<file path="src/rtl/pu_cfg_pkg.sv">
// Shared constants, state types and helpers for the protection-unit config slave.
// Policy layout: bit 2+2i grants writes to master ID i, bit 3+2i grants reads.
package pu_cfg_pkg;

  localparam logic [15:0] OFF_SCRATCH = 16'h0000;
  localparam logic [15:0] OFF_POLICY  = 16'h0040;
  localparam logic [31:0] UNIT_STRIDE = 32'h0001_0000;

  localparam logic [1:0] RESP_OKAY   = 2'b00;
  localparam logic [1:0] RESP_SLVERR = 2'b10;

  typedef enum logic {W_IDLE = 1'b0, W_RESP = 1'b1} w_state_e;
  typedef enum logic {R_IDLE = 1'b0, R_DATA = 1'b1} r_state_e;

  function automatic int unsigned wr_bit(input int unsigned i);
    return 2 + 2 * i;
  endfunction

  function automatic int unsigned rd_bit(input int unsigned i);
    return 3 + 2 * i;
  endfunction

  function automatic logic [31:0] policy_mask(input int unsigned num_ids);
    logic [31:0] m;
    m = '0;
    for (int unsigned i = 0; i < num_ids; i++) begin
      m = m | (32'h1 << wr_bit(i)) | (32'h1 << rd_bit(i));
    end
    return m;
  endfunction

  function automatic logic [31:0] strb_merge(input logic [31:0] old_v,
                                             input logic [31:0] new_v,
                                             input logic [3:0]  strb);
    logic [31:0] r;
    r = old_v;
    for (int b = 0; b < 4; b++) begin
      if (strb[b]) r[8*b +: 8] = new_v[8*b +: 8];
    end
    return r;
  endfunction

endpackage

</file>
<file path="src/rtl/pu_cfg_regbank.sv">
// One protection unit's SCRATCH and POLICY storage with byte-strobed writes.
// POLICY keeps only the per-ID permission bits; everything else reads as zero.
module pu_cfg_regbank
  import pu_cfg_pkg::*;
#(
  parameter int          NUM_IDS    = 2,
  parameter logic [31:0] POLICY_RST = 32'h0
) (
  input  logic        clk,
  input  logic        rst,
  input  logic        we_scratch,
  input  logic        we_policy,
  input  logic [3:0]  wstrb,
  input  logic [31:0] wdata,
  output logic [31:0] scratch_o,
  output logic [31:0] policy_o,
  output logic        policy_upd_o
);

  localparam logic [31:0] MASK = policy_mask(NUM_IDS);

  logic [31:0] scratch_q, scratch_d;
  logic [31:0] policy_q, policy_d;
  logic        upd_q, upd_d;

  always_comb begin
    scratch_d = scratch_q;
    policy_d  = policy_q;
    if (we_scratch) scratch_d = strb_merge(scratch_q, wdata, wstrb);
    if (we_policy)  policy_d  = strb_merge(policy_q, wdata, wstrb) & MASK;
    // The update pulse is tied to the low byte lane, where the permission bits live.
    upd_d = we_policy & wstrb[0];
  end

  always_ff @(posedge clk) begin
    if (rst) begin
      scratch_q <= '0;
      policy_q  <= POLICY_RST & MASK;
      upd_q     <= 1'b0;
    end else begin
      scratch_q <= scratch_d;
      policy_q  <= policy_d;
      upd_q     <= upd_d;
    end
  end

  assign scratch_o    = scratch_q;
  assign policy_o     = policy_q;
  assign policy_upd_o = upd_q;

endmodule

</file>
<file path="src/rtl/pu_axil_cfg_slave.sv">
// AXI4-Lite config slave serving NUM_UNITS protection units, one 64 KiB window each.
// Valid/ready: a beat transfers on a rising edge where both are high; valid holds until then.
module pu_axil_cfg_slave
  import pu_cfg_pkg::*;
#(
  parameter int          ADDR_W     = 17,
  parameter int          NUM_UNITS  = 2,
  parameter int          NUM_IDS    = 2,
  parameter logic [31:0] POLICY_RST = 32'h0
) (
  input  logic                    clk,
  input  logic                    rst,
  input  logic [ADDR_W-1:0]       s_axi_awaddr,
  input  logic                    s_axi_awvalid,
  output logic                    s_axi_awready,
  input  logic [31:0]             s_axi_wdata,
  input  logic [3:0]              s_axi_wstrb,
  input  logic                    s_axi_wvalid,
  output logic                    s_axi_wready,
  output logic [1:0]              s_axi_bresp,
  output logic                    s_axi_bvalid,
  input  logic                    s_axi_bready,
  input  logic [ADDR_W-1:0]       s_axi_araddr,
  input  logic                    s_axi_arvalid,
  output logic                    s_axi_arready,
  output logic [31:0]             s_axi_rdata,
  output logic [1:0]              s_axi_rresp,
  output logic                    s_axi_rvalid,
  input  logic                    s_axi_rready,
  output logic [NUM_UNITS*32-1:0] policy_o,
  output logic [NUM_UNITS-1:0]    policy_upd_o
);

  localparam logic [31:0] MAP_END = 32'(NUM_UNITS) * UNIT_STRIDE;

  function automatic logic [15:0] off_of(input logic [ADDR_W-1:0] a);
    return {a[15:2], 2'b00};
  endfunction

  function automatic logic [31:0] unit_of(input logic [ADDR_W-1:0] a);
    return 32'(a) >> 16;
  endfunction

  function automatic logic addr_ok(input logic [ADDR_W-1:0] a);
    return (32'(a) < MAP_END) && (off_of(a) == OFF_SCRATCH || off_of(a) == OFF_POLICY);
  endfunction

  w_state_e          w_state_q, w_state_d;
  logic              aw_held_q, aw_held_d, w_held_q, w_held_d;
  logic [ADDR_W-1:0] awaddr_q, awaddr_d;
  logic [31:0]       wdata_q, wdata_d;
  logic [3:0]        wstrb_q, wstrb_d;
  logic              awready_q, awready_d, wready_q, wready_d;
  logic              bvalid_q, bvalid_d;
  logic [1:0]        bresp_q, bresp_d;

  r_state_e          r_state_q, r_state_d;
  logic              arready_q, arready_d;
  logic              rvalid_q, rvalid_d;
  logic [31:0]       rdata_q, rdata_d;
  logic [1:0]        rresp_q, rresp_d;

  logic              aw_hs, w_hs, ar_hs, commit, w_ok, r_ok;
  logic [ADDR_W-1:0] eff_addr;
  logic [31:0]       eff_data;
  logic [3:0]        eff_strb;
  logic [15:0]       w_off, r_off;
  logic [31:0]       w_unit, r_unit, rd_val;

  logic [NUM_UNITS-1:0] we_scratch, we_policy;
  logic [31:0]          unit_scratch [NUM_UNITS];
  logic [31:0]          unit_policy  [NUM_UNITS];

  // Write path: a beat accepted this cycle is forwarded straight to the commit.
  always_comb begin
    aw_hs    = s_axi_awvalid & awready_q;
    w_hs     = s_axi_wvalid & wready_q;
    eff_addr = aw_held_q ? awaddr_q : s_axi_awaddr;
    eff_data = w_held_q ? wdata_q : s_axi_wdata;
    eff_strb = w_held_q ? wstrb_q : s_axi_wstrb;
    w_ok     = addr_ok(eff_addr);
    w_off    = off_of(eff_addr);
    w_unit   = unit_of(eff_addr);
    commit   = (w_state_q == W_IDLE) && (aw_held_q | aw_hs) && (w_held_q | w_hs);

    w_state_d = w_state_q;
    aw_held_d = aw_held_q;
    w_held_d  = w_held_q;
    awaddr_d  = awaddr_q;
    wdata_d   = wdata_q;
    wstrb_d   = wstrb_q;
    bvalid_d  = bvalid_q;
    bresp_d   = bresp_q;

    if (aw_hs) begin
      aw_held_d = 1'b1;
      awaddr_d  = s_axi_awaddr;
    end
    if (w_hs) begin
      w_held_d = 1'b1;
      wdata_d  = s_axi_wdata;
      wstrb_d  = s_axi_wstrb;
    end

    case (w_state_q)
      W_IDLE: begin
        if (commit) begin
          w_state_d = W_RESP;
          bvalid_d  = 1'b1;
          bresp_d   = w_ok ? RESP_OKAY : RESP_SLVERR;
        end
      end
      W_RESP: begin
        if (s_axi_bready) begin
          w_state_d = W_IDLE;
          bvalid_d  = 1'b0;
          aw_held_d = 1'b0;
          w_held_d  = 1'b0;
        end
      end
      default: w_state_d = W_IDLE;
    endcase

    awready_d = (w_state_d == W_IDLE) && !aw_held_d;
    wready_d  = (w_state_d == W_IDLE) && !w_held_d;
  end

  // Read path: data is sampled at the AR handshake, before any same-edge write lands.
  always_comb begin
    ar_hs  = s_axi_arvalid & arready_q;
    r_ok   = addr_ok(s_axi_araddr);
    r_off  = off_of(s_axi_araddr);
    r_unit = unit_of(s_axi_araddr);
    rd_val = '0;
    for (int u = 0; u < NUM_UNITS; u++) begin
      if (r_ok && r_unit == 32'(u)) begin
        rd_val = (r_off == OFF_POLICY) ? unit_policy[u] : unit_scratch[u];
      end
    end

    r_state_d = r_state_q;
    rvalid_d  = rvalid_q;
    rdata_d   = rdata_q;
    rresp_d   = rresp_q;

    case (r_state_q)
      R_IDLE: begin
        if (ar_hs) begin
          r_state_d = R_DATA;
          rvalid_d  = 1'b1;
          rdata_d   = rd_val;
          rresp_d   = r_ok ? RESP_OKAY : RESP_SLVERR;
        end
      end
      R_DATA: begin
        if (s_axi_rready) begin
          r_state_d = R_IDLE;
          rvalid_d  = 1'b0;
        end
      end
      default: r_state_d = R_IDLE;
    endcase

    arready_d = (r_state_d == R_IDLE);
  end

  always_ff @(posedge clk) begin
    if (rst) begin
      w_state_q <= W_IDLE;
      aw_held_q <= 1'b0;
      w_held_q  <= 1'b0;
      awaddr_q  <= '0;
      wdata_q   <= '0;
      wstrb_q   <= '0;
      awready_q <= 1'b0;
      wready_q  <= 1'b0;
      bvalid_q  <= 1'b0;
      bresp_q   <= RESP_OKAY;
      r_state_q <= R_IDLE;
      arready_q <= 1'b0;
      rvalid_q  <= 1'b0;
      rdata_q   <= '0;
      rresp_q   <= RESP_OKAY;
    end else begin
      w_state_q <= w_state_d;
      aw_held_q <= aw_held_d;
      w_held_q  <= w_held_d;
      awaddr_q  <= awaddr_d;
      wdata_q   <= wdata_d;
      wstrb_q   <= wstrb_d;
      awready_q <= awready_d;
      wready_q  <= wready_d;
      bvalid_q  <= bvalid_d;
      bresp_q   <= bresp_d;
      r_state_q <= r_state_d;
      arready_q <= arready_d;
      rvalid_q  <= rvalid_d;
      rdata_q   <= rdata_d;
      rresp_q   <= rresp_d;
    end
  end

  for (genvar u = 0; u < NUM_UNITS; u++) begin : g_unit
    assign we_scratch[u] = commit && w_ok && (w_unit == 32'(u)) && (w_off == OFF_SCRATCH);
    assign we_policy[u]  = commit && w_ok && (w_unit == 32'(u)) && (w_off == OFF_POLICY);

    pu_cfg_regbank #(
      .NUM_IDS    (NUM_IDS),
      .POLICY_RST (POLICY_RST)
    ) u_bank (
      .clk          (clk),
      .rst          (rst),
      .we_scratch   (we_scratch[u]),
      .we_policy    (we_policy[u]),
      .wstrb        (eff_strb),
      .wdata        (eff_data),
      .scratch_o    (unit_scratch[u]),
      .policy_o     (unit_policy[u]),
      .policy_upd_o (policy_upd_o[u])
    );

    assign policy_o[32*u +: 32] = unit_policy[u];
  end

  assign s_axi_awready = awready_q;
  assign s_axi_wready  = wready_q;
  assign s_axi_bvalid  = bvalid_q;
  assign s_axi_bresp   = bresp_q;
  assign s_axi_arready = arready_q;
  assign s_axi_rvalid  = rvalid_q;
  assign s_axi_rdata   = rdata_q;
  assign s_axi_rresp   = rresp_q;

endmodule

</file>
<file path="config.mk">
export PLATFORM = sky130hd
export DESIGN_NAME = pu_axil_cfg_slave
export DESIGN_NICKNAME = d
export VERILOG_FILES = /design/src/rtl/pu_cfg_pkg.sv /design/src/rtl/pu_cfg_regbank.sv /design/src/rtl/pu_axil_cfg_slave.sv
export SDC_FILE = /design/constraint.sdc
export NUM_CORES = 1
export LEC_CHECK = 0
export ABC_AREA = 0
export CORE_ASPECT_RATIO = 1.5
export CORE_UTILIZATION = 37
export DETAILED_ROUTE_END_ITERATION = 6
export MAX_ROUTING_LAYER = met4
export PLACE_DENSITY = 0.6
export SLEW_MARGIN = 20
export SYNTH_ARGS = -nofsm -noshare
export SYNTH_HDL_FRONTEND = slang
export SYNTH_SLANG_ARGS = --single-unit
</file>
<file path="constraint.sdc">
create_clock -name clk -period 5.2 [get_ports clk]
set_clock_uncertainty 0.1 [all_clocks]
set_input_delay 1.56 -clock clk [delete_from_list [all_inputs] [get_ports clk]]
set_output_delay 1.56 -clock clk [all_outputs]
set_load 0.1 [all_outputs]
</file>
==> flow_metrics.py <==
metrics = {
    "cells_and_area": {
        "final_layout_size_suffix_gt1_share_pct": 9.77,
        "fin_nets": 1026,
        "layout.cell_area.non_filler_um2": 9740,
        "layoutNonFillerInstCount": 1231,
        "most-common-layout-cells": "sky130_fd_sc_hd__dfxtp_1 (167), sky130_fd_sc_hd__mux2i_1 (137), sky130_fd_sc_hd__nand2_1 (136)",
        "most_common_library_cell_in_the_layout_ignoring_fill_and_taps": "sky130_fd_sc_hd__dfxtp_1",
        "flow.area_growth_from_synthesis_pct": 22.5,
    },
    "synthesis": {
        "synth-edff-count": 0,
        "synth_warnings": 0,
        "async_flop_share_pct": 0,
        "postSynth.topFlopCell": "sky130_fd_sc_hd__dfxtp_1",
        "ys_types": 49,
        "synth_area_per_cell_um2": 9.28,
        "synthCells": 857,
        "yosys_register_bits": 168,
        "synth.yosys.seq_area_share_pct": 42.3,
        "syn-cell-area_um2": 7950,
    },
    "worst_setup_path": {
        "number_of_cells_on_the_worst_reg_to_reg_path": 4,
        "critPathCaptureType": "flop",
        "slowest_delay_ns": 0.63,
        "r2r_end": "g_unit[1].u_bank.scratch_o[23]$_SDFFE_PP0P_",
        "wp_data_required_ns": 5.45,
        "startpoint": "s_axi_awaddr[7]",
        "critPathLaunchType": "input port",
        "endpoint": "g_unit[1].u_bank.scratch_o[23]$_SDFFE_PP0P_",
        "cell_chain_critical_path": "clkdlybuf4s50_1 > or4_1 > a211oi_4 > o2111a_1 > mux2i_1",
        "reg2reg_from": "aw_held_q$_SDFF_PP0_",
        "crit_path_max_fanout": 8,
        "worst-r2r-setup-slack_ns": 2.49,
        "cp_slowest_cell": "sky130_fd_sc_hd__o2111a_1",
        "setup.worst_path.class": "input port to flop",
        "cp_data_arrival_time_ns": 3.96,
    },
    "pwr": {
        "cellLeakagePower_nw": 3.72,
        "worst_ir_drop_vdd_mv": 0.225,
        "power.density_cell_area_nw_per_um2": 334,
    },
    "route": {
        "per_cell_routed_wire_length_um": 14.8,
        "detailed_route_iter0_violations": 225,
        "via_count": 5924,
        "number_of_vias_per_cell": 4.81,
        "postRouteWirelength_um": 18200,
        "drt_drc_violations_left": 0,
        "wl_met2_um": 9370,
        "met1_length_um": 7890,
        "drtPass1Iterations": 4,
        "highest_metal_layer_used_by_the_detailed_router": "met4",
        "met3_length_um": 559,
        "antenna_left": 0,
    },
    "clock_tree": {
        "numCtsBuffers": 17,
        "cts_tree": "built",
        "postCtsResizedCells": 0,
        "post_cts_buffers": 0,
        "root_buffer": "sky130_fd_sc_hd__clkbuf_16",
        "clkLatencyLatePin_ns": 0.43,
        "htree_levels": 4,
        "max-clock-path-buffers": 2,
        "number_of_buffers_inserted_for_hold_repair_after_clock_tree_synthesis": 0,
        "clock_sinks": 168,
        "cts.reportedPaths.clkPinSlew_ns": 0.06,
    },
    "grt": {
        "gr-usage-all-layers_pct": 17.6,
        "gr-total-overflow": 0,
        "number_of_global_route_vias_before_repair": 5650,
        "maximum_number_of_pins_on_one_net_before_global_route_repair": 90,
        "first_pass_grt_wire_length_um": 29300,
        "antenna_violations_before_repair": 1,
    },
    "run": {
        "max_cap_viol_count": 0,
    },
    "timing": {
        "finalWorstSetupSlack_ns": 1.49,
        "grt_setup_unrepaired": "false",
        "timing.final.crit_share_pct": 71.4,
        "fmaxAchievable_mhz": 269,
        "finalMaxSlewViolations": 0,
        "max_slew.worst_pin.slew_ns": 1.06,
        "fin_setup_tns_ns": 0,
        "final_period_minus_worst_setup_slack_ns": 3.71,
        "max-slew-margin-rel_pct": 29.3,
        "whs_ns": 0.353,
        "finalHoldViolations": 0,
        "setup_violations": 0,
    },
    "placed_design": {
        "placement.cell_area_um2": 9080,
        "gp_congestion": 0.769,
        "hpwl_um": 12300,
        "portBuffers": 121,
        "detailedPlace.worstSlack_ns": 0.983,
        "dpl.cell_count": 1198,
    },
    "worst_hold_path": {
        "hold_depth": 2,
        "timing.hold.worst.class": "flop to flop",
    },
    "floorplanning": {
        "die_footprint_um2": 22100,
        "starting_density_pct": 37.8,
        "core_region_area_um2": 21100,
        "floorplan.io_pins": 184,
        "die_w_um": 122,
        "num_rows": 65,
        "dieHeight_um": 182,
    },
    "status": {
        "outcome": "completed",
    },
}
==> area by class of cell <==
cell class	instances	area, um2
antenna	1	2.50
clock buffer	18	439
clock inverter	14	219
fill	2054	11300
inverter	2	7.51
multi-input combinational	631	4110
sequential	168	3360
tap	268	335
timing repair buffer	129	1260
==> logic make-up (layout without fill, tap and decap cells) <==
kind of cell,Yosys count,in the layout,share of synthesized area (%)
buffers and inverters,115,163,8.84
flip-flops,168,168,42.3
other,1,59,0.0471
multiplexers,141,141,17.8
AO/OA/AOI/OAI,125,125,11.0
AND/OR/NAND/NOR,307,307,20.0
==> flip-flops by register name (all words and copies together), names as in the netlist, 2 cells and up <==
| name | flops |
|---|---|
| g_unit.u_bank.scratch_o | 64 |
| s_axi_rdata | 32 |
| wdata_q | 32 |
| awaddr_q | 15 |
| g_unit.u_bank.policy_o | 8 |
| wstrb_q | 4 |
| g_unit.u_bank.policy_upd_o | 2 |
==> Yosys cell counts, types with 2 or more instances <==
cell type	instances	area (um2)
sky130_fd_sc_hd__dfxtp_1	168	3360
sky130_fd_sc_hd__mux2i_1	137	1370
sky130_fd_sc_hd__nand2_1	137	514
sky130_fd_sc_hd__nand2b_1	75	469
sky130_fd_sc_hd__buf_4	60	450
sky130_fd_sc_hd__a21oi_1	57	285
sky130_fd_sc_hd__clkbuf_1	40	150
sky130_fd_sc_hd__or2_2	32	200
sky130_fd_sc_hd__o21ai_0	31	155
sky130_fd_sc_hd__nor2_1	18	67.6
sky130_fd_sc_hd__nor4_1	9	56.3
sky130_fd_sc_hd__buf_2	7	35.0
sky130_fd_sc_hd__nor3_1	6	30.0
sky130_fd_sc_hd__buf_6	5	56.3
sky130_fd_sc_hd__o2111ai_4	5	131
sky130_fd_sc_hd__a211oi_1	4	30.0
sky130_fd_sc_hd__a221oi_1	4	35.0
sky130_fd_sc_hd__mux2_2	4	45.0
sky130_fd_sc_hd__nor2b_1	4	25.0
sky130_fd_sc_hd__o21a_1	4	30.0
sky130_fd_sc_hd__a2bb2oi_1	3	26.3
sky130_fd_sc_hd__and2_1	3	18.8
sky130_fd_sc_hd__nand3b_1	3	22.5
sky130_fd_sc_hd__nor3b_1	3	22.5
sky130_fd_sc_hd__o2111a_1	3	33.8
sky130_fd_sc_hd__o2bb2ai_1	3	26.3
sky130_fd_sc_hd__a2111oi_1	2	20.0
sky130_fd_sc_hd__and3b_1	2	17.5
sky130_fd_sc_hd__and4_1	2	17.5
sky130_fd_sc_hd__inv_1	2	7.51
sky130_fd_sc_hd__nand3_1	2	10.0
sky130_fd_sc_hd__nand4_1	2	12.5
sky130_fd_sc_hd__nor4_4	2	42.5
sky130_fd_sc_hd__o2111ai_2	2	30.0
sky130_fd_sc_hd__or4_1	2	15.0
==> through the flow <==
stage,total power [W],utilization [%]
floorplan,0.00179,-
global placement,0.00188,43.1
detailed placement,0.00188,43.1
CTS,0.00329,46.2
global route,0.00337,46.3
finish,0.00325,46.3
==> worst min-delay path by stage <==
| stage | start | to | slack (ns) |
|---|---|---|---|
| after floorplan | r_state_q$_SDFF_PP0_ | s_axi_rvalid$_SDFFE_PP0P_ | 0.33 |
| after global placement | s_axi_rdata[6]$_SDFFE_PP0P_ | s_axi_rdata[6]$_SDFFE_PP0P_ | 0.34 |
| after detailed placement | s_axi_rdata[27]$_SDFFE_PP0P_ | s_axi_rdata[27]$_SDFFE_PP0P_ | 0.34 |
| after CTS | wdata_q[17]$_SDFFE_PP0P_ | wdata_q[17]$_SDFFE_PP0P_ | 0.36 |
| after global routing | wdata_q[25]$_SDFFE_PP0P_ | wdata_q[25]$_SDFFE_PP0P_ | 0.37 |
| final | wdata_q[24]$_SDFFE_PP0P_ | wdata_q[24]$_SDFFE_PP0P_ | 0.35 |
==> routing by layer <==
layer,vias to the layer above,GRT usage (%)
li1,2992,-
met1,2773,19.6
met2,134,30.6
met3,25,3.30
met4,0,6.72
met5,-,-
==> worst max-delay path, delay by kind of cell <==
kind / cells / cell delay [ns]
buf+inv: 1 / 0.41
compound gates: 2 / 1.12
mux: 1 / 0.25
simple gates: 1 / 0.61
==> report_power, final <==
part | internal (W) | switching, W
Combinational | 0.000136 | 0.000374
Sequential | 0.00132 | 0.0000196
Clock | 0.000870 | 0.000536
(Power assumes the default switching activity.)
